==> config.mk <==
export PLATFORM = sky130hd
export DESIGN_NAME = timer_display_scan
export DESIGN_NICKNAME = d
export VERILOG_FILES = /design/src/rtl/timer_display_scan.sv
export SDC_FILE = /design/constraint.sdc
export NUM_CORES = 1
export LEC_CHECK = 0
export CORE_UTILIZATION = 63
export CTS_CLUSTER_DIAMETER = 120
export DETAILED_ROUTE_END_ITERATION = 16
export GPL_TIMING_DRIVEN = 0
export PLACE_DENSITY = 0.86
export SLEW_MARGIN = 15
export SYNTH_ARGS = -nofsm -noshare
export SYNTH_HDL_FRONTEND = slang
export SYNTH_SLANG_ARGS = --single-unit
==> constraint.sdc <==
create_clock -name CLK -period 4.9 [get_ports CLK]
set_input_delay 0.735 -clock CLK [delete_from_list [all_inputs] [get_ports CLK]]
set_output_delay 0.735 -clock CLK [all_outputs]
set_load 0.01 [all_outputs]
==> src/rtl/timer_display_scan.sv <==
// Display back end for the count-down timer: snapshots hrs/mins/seconds, converts
// them to BCD, scans a 6-digit active-low 7-segment display and flags expiry.

module bcd_field (
  input  logic       CLK,
  input  logic       rst,
  input  logic [7:0] v,
  output logic [3:0] tens,
  output logic [3:0] ones
);
  // 4'hF encodes a dash for out-of-range values
  always_ff @(posedge CLK) begin
    if (rst) begin
      tens <= '0;
      ones <= '0;
    end else if (v > 8'd99) begin
      tens <= 4'hF;
      ones <= 4'hF;
    end else begin
      tens <= 4'(v / 8'd10);
      ones <= 4'(v % 8'd10);
    end
  end
endmodule

module timer_display_scan #(
  parameter int SCAN_DIV   = 4,
  parameter int BLINK_HALF = 250
) (
  input  logic       CLK,
  input  logic       rst,
  input  logic [7:0] seconds,
  input  logic [7:0] mins,
  input  logic [7:0] hrs,
  input  logic       Valid,
  output logic [6:0] seg,
  output logic [5:0] an,
  output logic       dp,
  output logic       expired,
  output logic       done
);
  localparam int DW = (SCAN_DIV   > 1) ? $clog2(SCAN_DIV)   : 1;
  localparam int BW = (BLINK_HALF > 1) ? $clog2(BLINK_HALF) : 1;

  typedef enum logic [1:0] {IDLE, ARMED, EXPIRED} state_t;

  state_t          state;
  logic [2:0][7:0] snap;       // [0]=seconds, [1]=mins, [2]=hrs
  logic            valid_d;
  logic [2:0][3:0] tens_d, ones_d;
  logic [3:0]      dsel;
  logic [DW-1:0]   div;
  logic [2:0]      idx;
  logic [BW-1:0]   blink_cnt;
  logic            phase;
  logic            scan_step, snap_zero, go_armed, go_exp, wrap, blank;

  function automatic logic [6:0] seg_code(input logic [3:0] d);
    case (d)
      4'd0:    seg_code = 7'h40;
      4'd1:    seg_code = 7'h79;
      4'd2:    seg_code = 7'h24;
      4'd3:    seg_code = 7'h30;
      4'd4:    seg_code = 7'h19;
      4'd5:    seg_code = 7'h12;
      4'd6:    seg_code = 7'h02;
      4'd7:    seg_code = 7'h78;
      4'd8:    seg_code = 7'h00;
      4'd9:    seg_code = 7'h10;
      default: seg_code = 7'h3F;
    endcase
  endfunction

  always_ff @(posedge CLK) begin
    if (rst) begin
      snap    <= '0;
      valid_d <= 1'b0;
    end else begin
      valid_d <= Valid;
      if (Valid) snap <= {hrs, mins, seconds};
    end
  end

  for (genvar g = 0; g < 3; g++) begin : g_bcd
    bcd_field u_bcd (
      .CLK  (CLK),
      .rst  (rst),
      .v    (snap[g]),
      .tens (tens_d[g]),
      .ones (ones_d[g])
    );
  end

  always_comb begin
    dsel = ones_d[0];
    case (idx)
      3'd1:    dsel = tens_d[0];
      3'd2:    dsel = ones_d[1];
      3'd3:    dsel = tens_d[1];
      3'd4:    dsel = ones_d[2];
      3'd5:    dsel = tens_d[2];
      default: dsel = ones_d[0];
    endcase
  end

  assign scan_step = (div == DW'(SCAN_DIV - 1));

  always_ff @(posedge CLK) begin
    if (rst) begin
      div <= '0;
      idx <= '0;
    end else if (scan_step) begin
      div <= '0;
      idx <= (idx == 3'd5) ? 3'd0 : idx + 3'd1;
    end else begin
      div <= div + 1'b1;
    end
  end

  // FSM acts one cycle after the snapshot so it sees the captured fields
  assign snap_zero = (snap == '0);
  assign go_armed  = valid_d && !snap_zero;
  assign go_exp    = valid_d && snap_zero && (state == ARMED);
  assign wrap      = (state == EXPIRED) && (blink_cnt == BW'(BLINK_HALF - 1));
  // blank follows the phase being written this edge, so blanking starts on the wrap edge
  assign blank     = (state == EXPIRED) && !go_armed && (phase ^ wrap);

  always_ff @(posedge CLK) begin
    if (rst) begin
      state     <= IDLE;
      blink_cnt <= '0;
      phase     <= 1'b0;
      expired   <= 1'b0;
      done      <= 1'b0;
      seg       <= 7'h7F;
      an        <= 6'h3F;
      dp        <= 1'b1;
    end else begin
      done    <= go_exp;
      expired <= go_exp || ((state == EXPIRED) && !go_armed);
      case (state)
        IDLE:    if (go_armed) state <= ARMED;
        ARMED:   if (go_exp) begin
                   state     <= EXPIRED;
                   blink_cnt <= '0;
                   phase     <= 1'b0;
                 end
        EXPIRED: if (go_armed) begin
                   state <= ARMED;
                 end else begin
                   blink_cnt <= wrap ? '0 : blink_cnt + 1'b1;
                   if (wrap) phase <= ~phase;
                 end
        default: state <= IDLE;
      endcase
      seg <= seg_code(dsel);
      an  <= blank ? 6'h3F : ~(6'd1 << idx);
      dp  <= blank || !((idx == 3'd2) || (idx == 3'd4));
    end
  end
endmodule

; Word level (Yosys, flattened, before mapping)
; Memory sizes are Yosys's and may differ from the RTL's. A register that Yosys moved wholly into a read port is not among the register bits.
; Cells that the tools add are included.
[classes]
n_addsub = 3
div_mod_pow = 6
order_cmp = 3
eq_ne = 13
n_shift = 1
mux = 19
bitwise_logic = 3
reduce_logical = 21
[ops]
columns = operator, n
row1 = $div A8 B4 Y8 const B, 3
row2 = $gt A8 B7 Y1 const B, 3
row3 = $logic_not A24 Y1, 1
row4 = $mod A8 B4 Y8 const B, 3
row5 = $mux W4, 6
row6 = $mux W8, 3
row7 = $pmux W4 S5, 1
row8 = $pmux W8 S2, 1
row9 = $add A8 B1 Y8 const B, 1
row10 = $eq A8 B8 Y1 const B, 1
row11 = $eq A3 B2 Y1 const B, 2
row12 = $eq A3 B3 Y1 const B, 2
row13 = $logic_and A1 B1 Y1, 6
row14 = $ne A2 B2 Y1 const B, 3
row15 = $not A6 Y6, 1
row16 = $reduce_or A2 Y1, 3
row17 = $shl A1 B3 Y6 const A, 1
row18 = $eq A2 B2 Y1 const B, 2
row19 = $mux W2, 2
row20 = $pmux W2 S2, 1
row21 = $reduce_and A4 Y1, 1
row22 = $add A3 B1 Y3 const B, 1
row23 = $eq A3 B1 Y1 const B, 1
row24 = $logic_not A1 Y1, 3
row25 = other kinds (13), 17
[word_totals]
regBits = 74
romBits = 112
memories = 1
[mem_list]
columns = memory, depth, word_bits, rd, rd_ports_with_merged_regs, write_ports, line
row1 = (no name shown), 16, 7, 1, 1, 0, 59  ; case (d)

; Longest topological paths before layout
; Gate-level depths: netlist (run 1).
[logic_depth]
word_depth = 7
mapped_depth = 15

; Modules after synthesis
; From an unflattened synthesis (run 1), not the netlist that was laid out.
[hier_totals]
cells_unflattened = 616
area_unflattened_um2 = 5206.2
[by_module_without_submodules]
columns = module, n_inst, cells_each, area_each_um2, seq_area_each_um2
row1 = timer_display_scan, 1, 283, 2523.7, 1141.1
row2 = bcd_field (g_bcd[0].u_bcd ...), 2, 100, 872.1, 160.2
row3 = bcd_field (g_bcd[2].u_bcd), 1, 133, 938.4, 160.2

; Least setup slack after synthesis (run 1)
; Ideal clock, no wire load.
[synth_timing]
kind = register -> register
startpoint = register idx[2]
endpoint = register seg[5]
setup_time_ns = 0.136
t_arrival_ns = 2.372
slack_ns = 2.392
path_stages_with_launch = 13
n_path_buf = 2
synth_period_minus_slack_ns = 2.508
path_cell_list = dfxtp_1 > clkbuf_1 > inv_1 > ha_1 > clkbuf_1 > and2_1 > o41ai_2 > inv_2 > ha_1 > inv_1 > mux2i_1 > nor2_1 > o21ai_0
[synth_via]
elab_chain_len = 2
word_cells_on_any_way = 6
classes_between = eq/ne (5) / mux (1)
[synth_lines]
columns = item, line
row1 = from (decl), 53  ; logic [2:0] idx;
row2 = from (signal assigned), 114  ; idx <= (idx == 3'd5) ? 3'd0 : idx + 3'd1;
row3 = "$eq A3 B3 Y1, or another cell as far along", 96  ; case (idx)
row4 = $pmux W4 S5 *, 96
row5 = to (decl), 36  ; output logic [6:0] seg,
; Mark *: on every way between the ends. The rest lies on a longest branch, timed or not.
; A chain may end at the register's enable or synchronous reset.

; Worst setup path in the final report (run 1)
[layout_timing]
startpoint = register idx[0]
endpoint = register seg[1]
; The elaborated chain is that of the path after synthesis.

==> results.py, run 1 <==
metrics = {
    "run_status": {
        "outcome": "finished clean",
    },
    "timing": {
        "rsz0062_at_grt": "no",
        "drv_slew": 0,
        "hold_viol": 0,
        "finClkSkew_ns": 0.00781,
        "fin_crit_sh_pct": 62.9,
        "worst_slew_pin_slew_ns": 0.875,
        "finalSetupTns_ns": 0,
        "timing.final.ws_setup_ns": 1.82,
        "setup_viol": 0,
        "min_period_ns": 3.08,
        "slew_headroom_pct": 41.7,
        "fmax_mhz": 324,
    },
    "layout": {
        "layout_commonest_cell": "dfxtp_1",
        "area_delta_synth_final_pct": 14.7,
        "num_antenna_cells": 0,
        "layout_common_cells": "dfxtp_1 (81), nor2_1 (61), clkdlybuf4s50_1 (41), nand2_1 (40), a21oi_1 (36)",
        "drive_gt1_share_pct": 11.0,
        "nets": 692,
    },
    "pwr": {
        "vdd_ir_drop_max_mv": 0.222,
        "p_leak_nw": 2.26,
        "p_per_area_mw_per_mm2": 289,
    },
    "drt": {
        "remaining_drc_errors": 0,
        "via_per_inst": 6.23,
        "final_antenna_net_count": 0,
        "drt_iter0_markers": 344,
        "drt_wl_total_mm": 12.2,
        "firstDrtPassIters": 5,
        "num_vias": 4731,
        "wire_per_inst_um": 16.0,
    },
    "clocking": {
        "cts_buffer_depth": 2,
        "clk_latency_ns": 0.36,
        "cts_num_sinks": 81,
        "cts_setup_buffers": 0,
        "hold_buffers": 0,
        "cts_resized": 0,
        "cts_max_level": 3,
        "cts_tree": "yes",
        "path_clk_slew_ns": 0.08,
        "cts_made_buffers": 9,
        "clockRootBuffer": "clkbuf_8",
    },
    "place": {
        "gp_congestion": 0.956,
        "port_buffers": 41,
        "hpwl_mm": 8.70,
        "dp_slack_ns": 1.89,
    },
    "critical_path": {
        "cp-end-kind": "flop",
        "cp-start-kind": "flop",
        "critPathRequiredTime_ns": 5.13,
        "critPathMaxFanout": 10,
        "arrival_ns": 3.32,
        "crit_type": "reg2reg",
    },
    "die": {
        "dieArea_mm2": 0.00821,
        "die-height_um": 90.6,
        "start_util_pct": 66.8,
        "fp-row-count": 31,
        "core_mm2": 0.00741,
        "ios": 43,
        "die_w_um": 90.6,
    },
    "synthesis": {
        "syn_area_mm2": 0.00495,
        "synth_edf_count": 0,
        "synthArstFlopShare_pct": 0,
        "yosysSeqAreaShare_pct": 32.8,
        "syn_nets": 640,
        "synth-seq-cells": 81,
        "avgSynthCellArea_um2": 8.19,
        "synth_cells": 604,
        "ys_warn_count": 0,
        "ys.flop_type": "dfxtp_1",
        "synthDistinctLibCells": 88,
    },
    "global_route": {
        "grt_pass1_vias": 4259,
        "grt_max_degree": 15,
        "grt_usage_pct": 30.5,
        "antenna_found_initial": 0,
        "grt_pass1_wl_mm": 20.1,
        "grt-ovfl-total": 0,
    },
    "hold_path": {
        "hold_class": "reg2reg",
    },
    "flow_run": {
        "maxCapViolations": 0,
    },
}
## path summary, 6_finish.rpt
kind                                     endpoint  cells past startpoint                 from  slack, ns
worst max-delay path            seg[1]$_SDFF_PP1_                     13  idx[0]$_SDFFE_PP0P_       1.82
worst min-delay path            div[0]$_SDFF_PP0_                      1    div[0]$_SDFF_PP0_       0.44
worst min register to register  div[0]$_SDFF_PP0_                      1    div[0]$_SDFF_PP0_       0.44
worst max register to register  seg[1]$_SDFF_PP1_                     13  idx[0]$_SDFFE_PP0P_       1.82
## cells in the mapped netlist, types with 11 or more instances
cell type,count,share of area (%)
a31oi_1,17,2.1
xnor2_1,11,1.9
mux2i_1,29,5.9
nand2_1,40,3.0
buf_2,23,2.3
a21oi_1,36,3.6
nand3_1,15,1.5
nor3_1,15,1.5
nand2b_1,13,1.6
clkbuf_1,19,1.4
dfxtp_1,81,33
nor2b_1,14,1.8
inv_1,22,1.7
o21ai_0,32,3.2
nor2_1,61,4.6
## sequential cells by signal (all words and copies together) (netlist names), 2 cells and up
| name | flops |
|---|---|
| an | 6 |
| blink_cnt | 8 |
| div | 2 |
| g_bcd.u_bcd.ones | 12 |
| g_bcd.u_bcd.tens | 12 |
| idx | 3 |
| seg | 7 |
| snap | 24 |
| state | 2 |
## per-layer routing
metal / share of wire [%] / global-route usage, %
met1: 41 / 37.0
met2: 48 / 52.3
met3: 7.0 / 6.40
met4: 3.2 / 12.4
met5: 0 / 0
## per-stage QoR
step	util, %	cells	power, mW	instance area, um^2	hold WS, ns
after global placement	74.0	744	1.14	5480	0.413
after detailed placement	74.0	744	1.15	5480	0.426
after floorplan	-	604	1.03	4950	0.404
after CTS	76.6	760	1.64	5680	0.439
after global routing	76.6	760	1.72	5680	0.474
final	76.6	760	1.64	5680	0.441
## kinds of logic (layout without fill, tap and decap cells)
group                    count (synthesis)  count (layout)  synth area share [%]
buffers and inverters                   76             133                  6.80
flip-flops                              81              81                  32.8
multiplexers                            33              33                  6.78
AO/OA/AOI/OAI                          163             163                  23.2
adder cells (fa/ha/maj)                 11              11                  2.71
XOR/XNOR                                16              16                  2.83
AND/OR/NAND/NOR                        224             224                  24.9
## final cells by class
cell class              count  area, um^2
plain buffers              52         246
fillers                   550        1730
flip-flops and latches     81        1620
clock inverters             6        67.6
well taps                  99         124
clock buffers              10         128
inverters                  24        90.1
repair buffers             41         410
multi-input cells         447        2990
## critical path: stages, from the launching register on
cell and delay, ns:
dfxtp_1 0.32, buf_2 0.19, buf_2 0.23, nand2_1 0.11, inv_1 0.07, ha_1 0.23, clkbuf_1 0.38, o21ai_0 0.16
o32ai_1 0.51, inv_1 0.17, ha_1 0.34, nor2_1 0.05, o21ai_0 0.14, nand2_1 0.07
## where the power goes
group | internal [mW] | total (mW) | switching (mW)
registers | 0.708 | 0.730 | 0.0213
clock network | 0.237 | 0.493 | 0.256
logic | 0.184 | 0.417 | 0.233
total | 1.13 | 1.64 | 0.510
No activity file was read; power rests on OpenSTA's default activity.
==> run 2: changes to the inputs <==
--- a/config.mk
+++ b/config.mk
@@ -5,11 +5,11 @@
 export SDC_FILE = /design/constraint.sdc
 export NUM_CORES = 1
 export LEC_CHECK = 0
-export CORE_UTILIZATION = 63
+export CORE_UTILIZATION = 58
 export CTS_CLUSTER_DIAMETER = 120
 export DETAILED_ROUTE_END_ITERATION = 16
 export GPL_TIMING_DRIVEN = 0
-export PLACE_DENSITY = 0.86
+export PLACE_DENSITY = 0.8
 export SLEW_MARGIN = 15
 export SYNTH_ARGS = -nofsm -noshare
 export SYNTH_HDL_FRONTEND = slang
==> constraint.sdc (replaced) <==
create_clock -name CLK -period 3.1 [get_ports CLK]
set_input_delay 0.465 -clock CLK [delete_from_list [all_inputs] [get_ports CLK]]
set_output_delay 0.465 -clock CLK [all_outputs]
set_load 0.01 [all_outputs]
==> run 2 against run 1 <==
  * Register-to-register slack got worse by 1.6 ns
  * Wire length increased by 0.77%
  * Sequential power increased by 58%
  * Die area increased by 8.4%
  * Hold slack improved by 0.0065 ns
  * Highest routed layer unchanged
  * Critical endpoint is now seg[5]$_SDFF_PP1_
  * Power increased by 70%
  * Clock power increased by 97%
  * Largest cell class unchanged
==> results.py, run 2 (same netlist as run 1, synthesis figures left out) <==
metrics = {
    "die": {
        "ios": 43,
        "core_mm2": 0.00822,
        "die_w_um": 94.4,
        "fp-row-count": 33,
        "die-height_um": 94.4,
        "start_util_pct": 60.2,
        "dieArea_mm2": 0.00890,
    },
    "clocking": {
        "cts_num_sinks": 81,
        "path_clk_slew_ns": 0.09,
        "clk_latency_ns": 0.36,
        "cts_resized": 1,
        "cts_buffer_depth": 2,
        "cts_tree": "yes",
        "cts_made_buffers": 9,
        "cts_setup_buffers": 0,
        "cts_max_level": 3,
        "hold_buffers": 0,
        "clockRootBuffer": "clkbuf_8",
    },
    "layout": {
        "nets": 692,
        "area_delta_synth_final_pct": 16.4,
        "drive_gt1_share_pct": 11.5,
        "reg_top3": "snap x24, g_bcd.u_bcd.ones x12, g_bcd.u_bcd.tens x12",
        "largest_register_ffs": 24,
        "layout_common_cells": "dfxtp_1 (81), nor2_1 (61), clkdlybuf4s50_1 (41), nand2_1 (40), a21oi_1 (36)",
        "fillers": 670,
        "top_register": "snap",
        "multi_input_area_mm2": 0.00301,
        "num_antenna_cells": 0,
        "layout_commonest_cell": "dfxtp_1",
        "regArea_mm2": 0.00162,
    },
    "drt": {
        "num_vias": 4709,
        "drt_iter0_markers": 312,
        "drt_wl_total_mm": 12.3,
        "final_antenna_net_count": 0,
        "remaining_drc_errors": 0,
        "wire_per_inst_um": 16.0,
        "via_per_inst": 6.15,
        "firstDrtPassIters": 5,
    },
    "global_route": {
        "grt_usage_pct": 28.6,
        "grt_pass1_vias": 4196,
        "grt-ovfl-total": 0,
        "grt_max_degree": 15,
        "grt_pass1_wl_mm": 19.9,
        "antenna_found_initial": 0,
    },
    "critical_path": {
        "r2r_cells": 12,
        "critPathRequiredTime_ns": 3.32,
        "cp-start-kind": "flop",
        "critPathMaxFanout": 10,
        "arrival_ns": 3.07,
        "cp-end-kind": "flop",
        "crit_type": "reg2reg",
    },
    "timing": {
        "fmax_mhz": 350,
        "hold_viol": 0,
        "fin_crit_sh_pct": 92.1,
        "hold_ws_ns": 0.447,
        "worst_slew_pin_slew_ns": 0.896,
        "finClkSkew_ns": 0.0102,
        "timing.final.ws_setup_ns": 0.246,
        "finalSetupTns_ns": 0,
        "min_period_ns": 2.85,
        "drv_slew": 0,
        "rsz0062_at_grt": "no",
        "setup_viol": 0,
        "slew_headroom_pct": 40.2,
    },
    "place": {
        "hpwl_mm": 8.69,
        "dp_slack_ns": 0.0215,
        "gp_congestion": 0.955,
        "port_buffers": 41,
    },
    "hold_path": {
        "hold_class": "reg2reg",
        "whs_path_depth": 1,
    },
    "pwr": {
        "p_int_mw": 1.98,
        "power_frac_seq_pct": 41.4,
        "switching_share_pct": 29.1,
        "p_leak_nw": 2.30,
        "p_per_area_mw_per_mm2": 484,
        "vdd_ir_drop_max_mv": 0.310,
        "p_switching_mw": 0.811,
        "clkPwrFrac_pct": 34.8,
        "power_frac_comb_pct": 23.8,
    },
    "run_status": {
        "outcome": "finished clean",
    },
    "flow_run": {
        "maxCapViolations": 0,
    },
}
==> run 2: power by group through the flow <==
stage | registers (mW) | clock network, mW | logic (mW)
5_1_grt | 1.16 | 1.02 | 0.730
2_1_floorplan | 1.18 | 0 | 0.457
3_5_place_dp | 1.18 | 0 | 0.650
3_3_place_gp | 1.17 | 0 | 0.632
6_report | 1.15 | 0.970 | 0.665
4_1_cts | 1.15 | 0.975 | 0.655
==> run 2: final timing paths <==
kind                            start                end  slack [ns]
setup / recovery  idx[2]$_SDFFE_PP0P_  seg[5]$_SDFF_PP1_        0.25
hold reg to reg     div[0]$_SDFF_PP0_  div[0]$_SDFF_PP0_        0.45
hold / removal      div[0]$_SDFF_PP0_  div[0]$_SDFF_PP0_        0.45
setup reg to reg  idx[2]$_SDFFE_PP0P_  seg[5]$_SDFF_PP1_        0.25
==> run 2: critical path, cell delays in order (launching register included) <==
cell and delay (ns):
dfxtp_1 0.37, clkbuf_1 0.40, inv_1 0.12, ha_1 0.28, clkbuf_2 0.22, and2_1 0.20, o41ai_4 0.52, inv_2 0.09
ha_1 0.22, inv_1 0.07, mux2i_1 0.06, nor2_1 0.08, o21ai_0 0.07
==> run 2: routing by layer <==
metal	vias up	routed length (um)	share of wire (%)	GRT usage, %
met5	-	0	0	0
met2	204	5870	48	47.7
li1	2276	-	-	-
met1	2201	5290	43	36.7
met4	0	310	2.5	13.6
met3	28	785	6.4	3.38
==> run 2: area by class of cell <==
cell class	instances	share of cell area (%)
Buffer	52	4.30
Clock buffer	10	2.39
Clock inverter	6	1.96
Inverter	24	1.56
Multi-Input combinational cell	447	52.2
Sequential cell	81	28.2
Tap cell	105	2.28
Timing Repair Buffer	41	7.13
==> run 2: through the flow <==
step	cell area (um^2)	instances	power, mW	utilization (%)
floorplan	4950	604	1.63	-
finish	5760	766	2.79	70.1
global placement	5490	750	1.81	66.8
detailed placement	5490	750	1.83	66.8
CTS	5750	766	2.78	69.9
global route	5760	766	2.92	70.1
==> run 3: changes to the inputs <==
--- a/config.mk
+++ b/config.mk
@@ -5,6 +5,7 @@
 export SDC_FILE = /design/constraint.sdc
 export NUM_CORES = 1
 export LEC_CHECK = 0
+export CORE_ASPECT_RATIO = 1.2
 export CORE_UTILIZATION = 58
 export CTS_CLUSTER_DIAMETER = 120
 export DETAILED_ROUTE_END_ITERATION = 16
==> run 3 against run 2 <==
  * Largest cell class unchanged
  * Critical endpoint unchanged
  * Combinational power about the same
  * Critical path depth is the same
  * Register-to-register slack improved by 0.02 ns
  * Critical path type unchanged
  * Hold slack got worse by 0.018 ns
  * Sequential power about the same
  * Via count shrank 2.3%
==> results.py, run 3 (same netlist as run 1, synthesis figures left out) <==
metrics = {
    "flow_run": {
        "maxCapViolations": 0,
    },
    "critical_path": {
        "reg2reg_slack_ns": 0.26,
        "cp-start-kind": "flop",
        "cp-end-kind": "flop",
        "crit_type": "reg2reg",
        "path_buf_inv": 5,
        "slowest_stage": "o41ai_4",
        "r2r_end": "seg[5]$_SDFF_PP1_",
        "slowest_delay_ns": 0.53,
        "arrival_ns": 3.06,
        "r2r_start": "idx[2]$_SDFFE_PP0P_",
        "r2r_cells": 12,
        "cp_top_family": "buffers and inverters",
        "critPathMaxFanout": 10,
        "critPathRequiredTime_ns": 3.33,
        "critical_path.cell_chain": "clkbuf_1 -> inv_1 -> ha_1 -> clkbuf_2 -> and2_1 -> o41ai_4 -> inv_2 -> ha_1 -> inv_1 -> mux2i_1 -> nor2_1 -> o21ai_0",
    },
    "layout": {
        "multi_input_area_mm2": 0.00301,
        "reg_top3": "snap x24, g_bcd.u_bcd.ones x12, g_bcd.u_bcd.tens x12",
        "layout_commonest_cell": "dfxtp_1",
        "regArea_mm2": 0.00162,
        "largest_register_ffs": 24,
        "fillers": 677,
        "area_delta_synth_final_pct": 16.0,
        "layout_common_cells": "dfxtp_1 (81), nor2_1 (61), clkdlybuf4s50_1 (41), nand2_1 (40), a21oi_1 (36)",
        "num_antenna_cells": 0,
        "top_register": "snap",
        "drive_gt1_share_pct": 11.5,
        "nets": 692,
    },
    "hold_path": {
        "min_to": "div[0]$_SDFF_PP0_",
        "whs_path_depth": 1,
        "hp-start": "div[0]$_SDFF_PP0_",
        "hold_class": "reg2reg",
    },
    "timing": {
        "rsz0062_at_grt": "no",
        "fin_crit_sh_pct": 91.5,
        "drv_slew": 0,
        "finClkSkew_ns": 0.0108,
        "slew_headroom_pct": 42.9,
        "timing.final.ws_setup_ns": 0.264,
        "setup_viol": 0,
        "finalSetupTns_ns": 0,
        "hold_viol": 0,
        "min_period_ns": 2.84,
        "fmax_mhz": 353,
        "worst_slew_pin_slew_ns": 0.856,
    },
    "place": {
        "hpwl_mm": 8.96,
        "gp_congestion": 0.955,
        "dp_slack_ns": 0.124,
        "port_buffers": 41,
    },
    "clocking": {
        "clk_latency_ns": 0.36,
        "cts_setup_buffers": 0,
        "path_clk_slew_ns": 0.09,
        "clockRootBuffer": "clkbuf_8",
        "cts_num_sinks": 81,
        "cts_made_buffers": 9,
        "cts_tree": "yes",
        "cts_max_level": 3,
        "cts_buffer_depth": 2,
    },
    "global_route": {
        "grt_max_degree": 15,
        "grt-ovfl-total": 0,
        "grt_usage_pct": 28.4,
        "grt_pass1_vias": 4179,
        "antenna_found_initial": 0,
        "grt_pass1_wl_mm": 19.8,
    },
    "pwr": {
        "p_per_area_mw_per_mm2": 465,
        "p_leak_nw": 2.28,
        "vdd_ir_drop_max_mv": 0.280,
        "p_total_mw": 2.67,
    },
    "die": {
        "start_util_pct": 60.3,
        "core_mm2": 0.00820,
        "ios": 43,
        "die-height_um": 103,
        "fp-row-count": 36,
        "dieArea_mm2": 0.00890,
        "die_w_um": 86.3,
    },
    "drt": {
        "via_per_inst": 5.94,
        "final_antenna_net_count": 0,
        "drt_wl_total_mm": 12.2,
        "num_vias": 4601,
        "remaining_drc_errors": 0,
        "drt_iter0_markers": 251,
        "firstDrtPassIters": 5,
        "wire_per_inst_um": 15.7,
    },
    "run_status": {
        "outcome": "finished clean",
    },
}
-- run 3: cell count changes in the layout (fill, tap and decap cells not counted), sizes merged --
cell,change
clkinvlp,+1
inv,-2
bufinv,-1
clkbuf,-1
clkinv,+3
-- run 3: metal layers --
layer	up-vias	part of all wire, %	GRT usage, %
met2	146	50	50.3
met5	-	0	0
met1	2151	43	33.4
li1	2280	-	-
met4	0	2.5	13.7
met3	24	4.7	4.92
-- run 3: final cells by class --
type | instances | area share [%]
multi-input cells | 447 | 52.4
clock inverters | 7 | 1.66
inverters | 24 | 1.57
repair buffers | 41 | 7.15
well taps | 114 | 2.49
flip-flops and latches | 81 | 28.3
clock buffers | 9 | 2.16
plain buffers | 52 | 4.32
-- run 3: what timing repair did --
item | in CTS | in global routing
gates resized for setup | 0 | 4
endpoints found under the hold margin | 0 | 0
setup endpoints to repair | 0 | 7
hold buffers | 0 | 0
-- run 3: power by group --
group	internal [mW]	leakage [nW]	switching (mW)
combinational	0.296	1.51	0.371
clock	0.453	0.109	0.398
sequential	1.12	0.667	0.0339
total	1.87	2.28	0.803
-- run 3: through the flow --
step / util (%) / std cells / area [um^2] / hold slack [ns]
2_1_floorplan: - / 604 / 4950 / 0.404
3_3_place_gp: 67.1 / 759 / 5500 / 0.413
3_5_place_dp: 67.1 / 759 / 5500 / 0.420
4_1_cts: 69.8 / 775 / 5720 / 0.433
5_1_grt: 70.0 / 775 / 5740 / 0.454
6_report: 70.0 / 775 / 5740 / 0.429
-- run 3: how the worst max path moves through the flow --
stage	from	end	slack, ns	cells past startpoint
floorplan	idx[2]$_SDFFE_PP0P_	seg[5]$_SDFF_PP1_	0.59	12
global placement	idx[0]$_SDFFE_PP0P_	seg[1]$_SDFF_PP1_	0.14	13
detailed placement	idx[0]$_SDFFE_PP0P_	seg[1]$_SDFF_PP1_	0.12	13
CTS	idx[0]$_SDFFE_PP0P_	seg[1]$_SDFF_PP1_	0.07	13
global route	idx[2]$_SDFFE_PP0P_	seg[5]$_SDFF_PP1_	0.07	12
finish	idx[2]$_SDFFE_PP0P_	seg[5]$_SDFF_PP1_	0.26	12
-- run 3: worst reg2reg max path: cells and delay by family, from the launching register on --
family	cells	cell delay, ns
AO/OA/AOI/OAI	2	0.61
adder cells (fa/ha/maj)	2	0.51
buffers and inverters	5	0.85
flip-flops	1	0.38
multiplexers	1	0.06
AND/OR/NAND/NOR	2	0.28
